[config.mk]
export PLATFORM = sky130hd
export DESIGN_NAME = fsm_shot_sequencer
export DESIGN_NICKNAME = d
export VERILOG_FILES = /design/src/rtl/fsm_shot_sequencer.sv
export SDC_FILE = /design/constraint.sdc
export NUM_CORES = 1
export LEC_CHECK = 0
export BUFFER_PORTS_ARGS = -buffer_cell sky130_fd_sc_hd__buf_2
export CORE_ASPECT_RATIO = 0.5
export CORE_MARGIN = 2
export CORE_UTILIZATION = 50
export CTS_BUF_LIST = sky130_fd_sc_hd__clkbuf_2
export DETAILED_ROUTE_END_ITERATION = 8
export PLACE_DENSITY = 0.79
export SLEW_MARGIN = 20
export SYNTH_ARGS = -nofsm -noshare
export SYNTH_HDL_FRONTEND = slang
export SYNTH_SLANG_ARGS = --single-unit
[constraint.sdc]
create_clock -name clock -period 4.2 [get_ports clock]
set_clock_uncertainty 0.05 [all_clocks]
set_input_delay 0.21 -clock clock [delete_from_list [all_inputs] [get_ports clock]]
set_output_delay 0.21 -clock clock [all_outputs]
set_load 0.1 [all_outputs]
[src/rtl/fsm_shot_sequencer.sv]
// ---------------------------------------------------------------------------
// fsm_shot_sequencer
//   Supervisor that runs fsm_experiment_phase through a programmed number of
//   shots. It raises exp_start for each shot and waits for the experiment to
//   report DETECTOR_FINISHED. Once the experiment is back in IDLE it waits an
//   inter-shot holdoff and then starts the next shot. A per-shot timeout or a
//   host abort pulses exp_reset and drains the experiment back to IDLE.
//
// Ports
//   clock            system clock
//   reset_signal     asynchronous active-low reset
//   cmd_start        1-cycle pulse: latch cfg_*, begin a sequence (IDLE only)
//   cmd_abort        1-cycle pulse: abort the running sequence
//   cfg_shots        shots per sequence; 0 = run until abort
//   cfg_timeout      max cycles per shot in ARM+RUN; 0 = no timeout
//   cfg_holdoff      extra idle cycles between shots
//   exp_state        experiment scenario_state (bits [3:0] used)
//   exp_start        start_signal to the experiment
//   exp_reset        reset_signal to the experiment (high during ABORT)
//   busy             high in every state except S_IDLE
//   shot_done        1-cycle pulse per completed shot
//   seq_done         1-cycle pulse when cfg_shots shots have completed
//   err_timeout      sticky timeout flag, cleared by an accepted cmd_start
//   shots_completed  shots finished in the current sequence (wraps)
//   seq_state        current sequencer state code
// ---------------------------------------------------------------------------
module fsm_shot_sequencer #(
    parameter int unsigned SHOTS_W       = 16,
    parameter int unsigned CNT_W         = 32,
    parameter logic [3:0]  EXP_IDLE      = 4'd0,
    parameter logic [3:0]  EXP_DONE      = 4'd10,
    parameter int unsigned RST_PULSE_LEN = 4
) (
    input  logic               clock,
    input  logic               reset_signal,
    input  logic               cmd_start,
    input  logic               cmd_abort,
    input  logic [SHOTS_W-1:0] cfg_shots,
    input  logic [CNT_W-1:0]   cfg_timeout,
    input  logic [CNT_W-1:0]   cfg_holdoff,
    input  logic [7:0]         exp_state,
    output logic               exp_start,
    output logic               exp_reset,
    output logic               busy,
    output logic               shot_done,
    output logic               seq_done,
    output logic               err_timeout,
    output logic [SHOTS_W-1:0] shots_completed,
    output logic [2:0]         seq_state
);

    localparam int unsigned RC_W = $clog2(RST_PULSE_LEN + 1);

    typedef enum logic [2:0] {
        S_IDLE    = 3'd0,
        S_ARM     = 3'd1,
        S_RUN     = 3'd2,
        S_RELEASE = 3'd3,
        S_HOLDOFF = 3'd4,
        S_ABORT   = 3'd5,
        S_DRAIN   = 3'd6
    } state_t;

    state_t             r_state;
    logic [SHOTS_W-1:0] r_cfg_shots;
    logic [CNT_W-1:0]   r_cfg_timeout;
    logic [CNT_W-1:0]   r_cfg_holdoff;
    logic [CNT_W-1:0]   r_tmo_cnt;
    logic [CNT_W-1:0]   r_hold_cnt;
    logic [RC_W-1:0]    r_rst_cnt;
    logic [SHOTS_W-1:0] r_shots_completed;
    logic               r_exp_start;
    logic               r_exp_reset;
    logic               r_busy;
    logic               r_shot_done;
    logic               r_seq_done;
    logic               r_err_timeout;

    state_t             w_nxt_state;
    logic               w_exp_idle;
    logic               w_exp_done;
    logic               w_tmo_hit;
    logic               w_last_shot;
    logic               w_unused;

    // Only the low nibble of the experiment state carries the state code.
    assign w_unused   = ^exp_state[7:4];
    assign w_exp_idle = (exp_state[3:0] == EXP_IDLE);
    assign w_exp_done = (exp_state[3:0] == EXP_DONE);
    assign w_tmo_hit  = (r_cfg_timeout != '0) &&
                        (r_tmo_cnt == r_cfg_timeout - CNT_W'(1));
    assign w_last_shot = (r_cfg_shots != '0) &&
                         (r_shots_completed == r_cfg_shots);

    // Transition decision. Abort is tested first so it beats any other
    // transition in the same cycle; DONE is tested before the timeout so a
    // shot finishing on the expiry cycle still counts.
    always_comb begin
        w_nxt_state = r_state;
        case (r_state)
            S_IDLE: begin
                if (cmd_start && !cmd_abort)
                    w_nxt_state = S_ARM;
            end
            S_ARM: begin
                if (cmd_abort)
                    w_nxt_state = S_ABORT;
                else if (!w_exp_idle)
                    w_nxt_state = S_RUN;
                else if (w_tmo_hit)
                    w_nxt_state = S_ABORT;
            end
            S_RUN: begin
                if (cmd_abort)
                    w_nxt_state = S_ABORT;
                else if (w_exp_done)
                    w_nxt_state = S_RELEASE;
                else if (w_tmo_hit)
                    w_nxt_state = S_ABORT;
            end
            S_RELEASE: begin
                if (cmd_abort)
                    w_nxt_state = S_ABORT;
                else if (w_exp_idle)
                    w_nxt_state = w_last_shot ? S_IDLE : S_HOLDOFF;
            end
            S_HOLDOFF: begin
                if (cmd_abort)
                    w_nxt_state = S_ABORT;
                else if (r_hold_cnt >= r_cfg_holdoff)
                    w_nxt_state = S_ARM;
            end
            S_ABORT: begin
                if (r_rst_cnt == RC_W'(RST_PULSE_LEN - 1))
                    w_nxt_state = S_DRAIN;
            end
            S_DRAIN: begin
                if (w_exp_idle)
                    w_nxt_state = S_IDLE;
            end
            default: w_nxt_state = S_IDLE;
        endcase
    end

    // State, counters and registered outputs. Outputs are decoded from the
    // next state so they line up with the state they belong to.
    always_ff @(posedge clock or negedge reset_signal) begin
        if (!reset_signal) begin
            r_state           <= S_IDLE;
            r_cfg_shots       <= '0;
            r_cfg_timeout     <= '0;
            r_cfg_holdoff     <= '0;
            r_tmo_cnt         <= '0;
            r_hold_cnt        <= '0;
            r_rst_cnt         <= '0;
            r_shots_completed <= '0;
            r_exp_start       <= 1'b0;
            r_exp_reset       <= 1'b0;
            r_busy            <= 1'b0;
            r_shot_done       <= 1'b0;
            r_seq_done        <= 1'b0;
            r_err_timeout     <= 1'b0;
        end else begin
            r_state     <= w_nxt_state;
            r_exp_start <= (w_nxt_state == S_ARM) || (w_nxt_state == S_RUN);
            r_exp_reset <= (w_nxt_state == S_ABORT);
            r_busy      <= (w_nxt_state != S_IDLE);
            r_shot_done <= 1'b0;
            r_seq_done  <= 1'b0;

            if ((w_nxt_state == S_ABORT) && (r_state != S_ABORT))
                r_rst_cnt <= '0;

            case (r_state)
                S_IDLE: begin
                    if (w_nxt_state == S_ARM) begin
                        r_cfg_shots       <= cfg_shots;
                        r_cfg_timeout     <= cfg_timeout;
                        r_cfg_holdoff     <= cfg_holdoff;
                        r_shots_completed <= '0;
                        r_err_timeout     <= 1'b0;
                        r_tmo_cnt         <= '0;
                    end
                end
                S_ARM, S_RUN: begin
                    r_tmo_cnt <= r_tmo_cnt + CNT_W'(1);
                    if ((r_state == S_RUN) && (w_nxt_state == S_RELEASE)) begin
                        r_shot_done       <= 1'b1;
                        r_shots_completed <= r_shots_completed + SHOTS_W'(1);
                    end
                    // A host abort leaves the error flag alone.
                    if ((w_nxt_state == S_ABORT) && !cmd_abort)
                        r_err_timeout <= 1'b1;
                end
                S_RELEASE: begin
                    if (w_nxt_state == S_IDLE)
                        r_seq_done <= 1'b1;
                    else if (w_nxt_state == S_HOLDOFF)
                        r_hold_cnt <= '0;
                end
                S_HOLDOFF: begin
                    r_hold_cnt <= r_hold_cnt + CNT_W'(1);
                    if (w_nxt_state == S_ARM)
                        r_tmo_cnt <= '0;
                end
                S_ABORT: begin
                    r_rst_cnt <= r_rst_cnt + RC_W'(1);
                end
                default: ;
            endcase
        end
    end

    assign exp_start       = r_exp_start;
    assign exp_reset       = r_exp_reset;
    assign busy            = r_busy;
    assign shot_done       = r_shot_done;
    assign seq_done        = r_seq_done;
    assign err_timeout     = r_err_timeout;
    assign shots_completed = r_shots_completed;
    assign seq_state       = r_state;

endmodule

==> metrics.md <==
| Metric | Value |
|---|---|
| Final ANT Viol Nets | `0` |
| Max Cap Viol | `0` |
| Maximum VDD drop | `0.388 mV` |
| CTS max path bufs | `2` |
| Initial antenna violation count | `1` |
| Most frequent cell after synthesis | `nand2_1` |
| DPL Wire Length | `17000 um` |
| Data arrival, critical path | `4.63 ns` |
| Vias per cell | `5.58` |
| Largest family of logic cells by synthesized area | `simple AND/OR/NAND/NOR gates` |
| RD Place Congestion | `0.881` |
| Startpoint Class | `register` |
| Reg power frac | `37.3%` |
| Row cnt | `36` |
| TritonCTS sink count | `172` |
| Reg clk slew, reported paths | `0.27 ns` |
| Share of cells above drive strength 1 | `12.9%` |
| Die area | `21300 um^2` |
| Finished Layout Cells | `1670` |
| Die width | `204 um` |
| Slew @ Worst Pin | `0.922 ns` |
| CTS Buf Count | `17` |
| Routed len/inst | `15.7 um` |
| Area share of and/or/nand/nor cells after synthesis | `26.4%` |
| Syn_nets | `1288` |
| Initial core utilization | `51.3%` |
| Top-area cell type share of the netlist area | `42.9%` |
| Pwr Density | `674 nW/um^2` |
| Power Internal | `4370 uW` |
| Gate power share | `52.7%` |
| Sw power | `4030 uW` |
| Worst setup EP type | `register` |
| Total core area | `19500 um^2` |
| Slew Limit Fails | `0` |
| Layout area overhead | `24.3%` |
| Yosys top cell by area | `dfrtp_1` |
| Relative max-transition margin | `38.3%` |
| Vias in the first global route | `9108` |
| Pin count of the biggest net entering global routing | `108` |
| Clock group share of total power | `10.0%` |
| Clk_lat worst skew | `0.80 ns` |
| Post-Synth Adder-Cell Area | `4.74%` |
| TritonRoute pass-1 iters | `6` |
| Synth top cells by count | `225 x nand2_1, 172 x dfrtp_1, 79 x nor2_1, 66 x o21ai_0, 52 x inv_1` |
| I/O pins | `117` |
| Chip Height | `104 um` |
| Drt initial violations | `609` |
| Vias | `9318` |
| Sequential-to-total area share from yosys stat | `42.9%` |
| PortBufs | `112` |
| YS warnings | `0` |
| CTS root buffer | `clkbuf_2` |
| Xor/xnor cell area share of the yosys netlist | `7.60%` |
| Final core occ | `63.8%` |
| Fmax | `0.253 GHz` |
| Setup Viol. Count Final | `0` |
| Outcome | `finished, final reports clean` |
| Drt drc | `0` |
| P_leak | `0.00570 uW` |
| DRT Wirelength | `26200 um` |
| Congestion Overflow GR | `0` |
| Placed insts | `1494` |
| CTS tree | `built` |
| Synth Area in Compound Gates | `13.5%` |
| Final hold slack | `0.0712 ns` |
| Kind of critical path | `reg2reg` |
| Setup TNS | `0 ns` |
| Sw frac | `48.0%` |
| Synth Flop Type | `dfrtp_1` |
| Post-CTS setup buffers | `0` |
| Global-route wire length before repair | `43700 um` |
| Final Hold Viols | `0` |
| Crit path max fanout | `19` |
| Tcrit/Tclk final | `94.0%` |
| RSZ-0062 raised after global routing | `false` |
| Tot Pwr | `8400 uW` |
| Post-synth EDFFs | `0` |
| Tmin final | `3.95 ns` |
| Synth unique cells | `66` |
| Depth of the CTS H-tree | `4` |
| Dominant cells by area after synthesis | `dfrtp_1 43%, nand2_1 8.4%, ha_1 4.7%` |
| Async SR Flop Fraction | `100%` |
| Avg Inst Size Synth | `8.66 um^2` |
| Hold Path Class | `in2reg` |
| Final nets | `1520` |
| Tot GR Track Use | `25.1%` |
| FF+latch count, synth | `172` |
| Syn Inst Count | `1158` |
| Netlist Area Pre-Place | `10000 um^2` |
| Mux cell area share after synthesis | `0.312%` |
| WP data required | `4.88 ns` |
==> sequential cells by signal (all words and copies together), names as in the netlist <==
signal,count
busy,1
err_timeout,1
exp_reset,1
exp_start,1
r_cfg_holdoff,32
r_cfg_shots,16
r_cfg_timeout,32
r_hold_cnt,32
r_rst_cnt,3
r_tmo_cnt,32
seq_done,1
seq_state,3
shot_done,1
shots_completed,16
==> timing repair <==
action,CTS,global route
resized for setup,0,1
endpoints found under the setup margin,0,2
hold buffers,140,1
endpoints found under the hold margin,190,26
==> cell usage in the layout (no fill, tap or decap), types with 25 or more instances in the layout <==
| master | n |
|---|---|
| o21ai_0 | 66 |
| dlygate4sd3_1 | 141 |
| xor2_1 | 43 |
| nor2_1 | 79 |
| xnor2_1 | 44 |
| nand2_1 | 225 |
| nand4_1 | 25 |
| dfrtp_1 | 172 |
| ha_1 | 38 |
| nor4_1 | 28 |
| inv_1 | 52 |
| buf_2 | 111 |
| nand3_1 | 40 |
| a21oi_1 | 51 |
==> worst paths after layout <==
check	startpoint	endpoint	slack, ns	depth (start not counted)
worst max-delay path	r_cfg_timeout[0]	shot_done	0.25	12
worst min-delay path	cmd_start	shots_completed[11]	0.07	3
worst max register to register	r_cfg_timeout[0]	shot_done	0.25	12
worst min register to register	err_timeout	err_timeout	0.49	2
max in group asynchronous	reset_signal	r_cfg_holdoff[6]	2.59	5
min in group asynchronous	reset_signal	r_tmo_cnt[2]	0.29	3
==> power groups by stage <==
stage	logic, uW	registers [uW]	clock network [uW]
detailed placement	3940	3140	0
floorplan	2860	3230	0
CTS	4340	3100	866
finish	4430	3130	840
global placement	3760	3110	0
global route	4940	3230	935
==> metal layers <==
metal | up-vias | GRT usage [%] | routed length, um
met1 | 4481 | 32.4 | 11500
li1 | 4538 | - | -
met5 | - | 0 | 0
met3 | 57 | 4.54 | 1070
met4 | 0 | 8.70 | 562
met2 | 242 | 42.7 | 13000
==> logic make-up (layout without fill, tap and decap cells) <==
kind of cell               Yosys count  in the layout
and+or+nand+nor                    532            532
AOI/OAI and AO/OA                  216            217
DFF                                172            172
buffers and inverters              110            354
xor gates and xnor gates            87             87
adders and majority gates           38             38
muxes                                3              3
other                                0              1
==> stage by stage <==
stage	instance area [um^2]	setup slack (ns)
floorplan	10000	0.543
CTS	12400	0.0831
global placement	10800	0.426
global route	12500	0.00808
detailed placement	10800	0.363
finish	12500	0.252
==> layout make-up <==
| type | count | area, um^2 |
|---|---|---|
| inverter | 52 | 195 |
| fill | 1624 | 7080 |
| sequential | 172 | 4300 |
| timing repair buffer | 270 | 2130 |
| clock buffer | 19 | 95.1 |
| tap | 266 | 333 |
| clock inverter | 13 | 118 |
| antenna | 1 | 2.50 |
| multi-input combinational | 877 | 5300 |
==> critical path, cell delays in order, from the launching register on <==
cell	delay (ns)
dfrtp_1	0.50
inv_1	0.10
ha_1	0.22
or4b_1	0.49
buf_4	0.19
o311ai_0	0.38
o21ai_0	0.23
nor4_2	0.30
and3_4	0.30
a31oi_4	0.23
a31o_2	0.29
nor2_1	0.07
dlygate4sd3_1	0.54
Power figures use the tool's default switching activity.
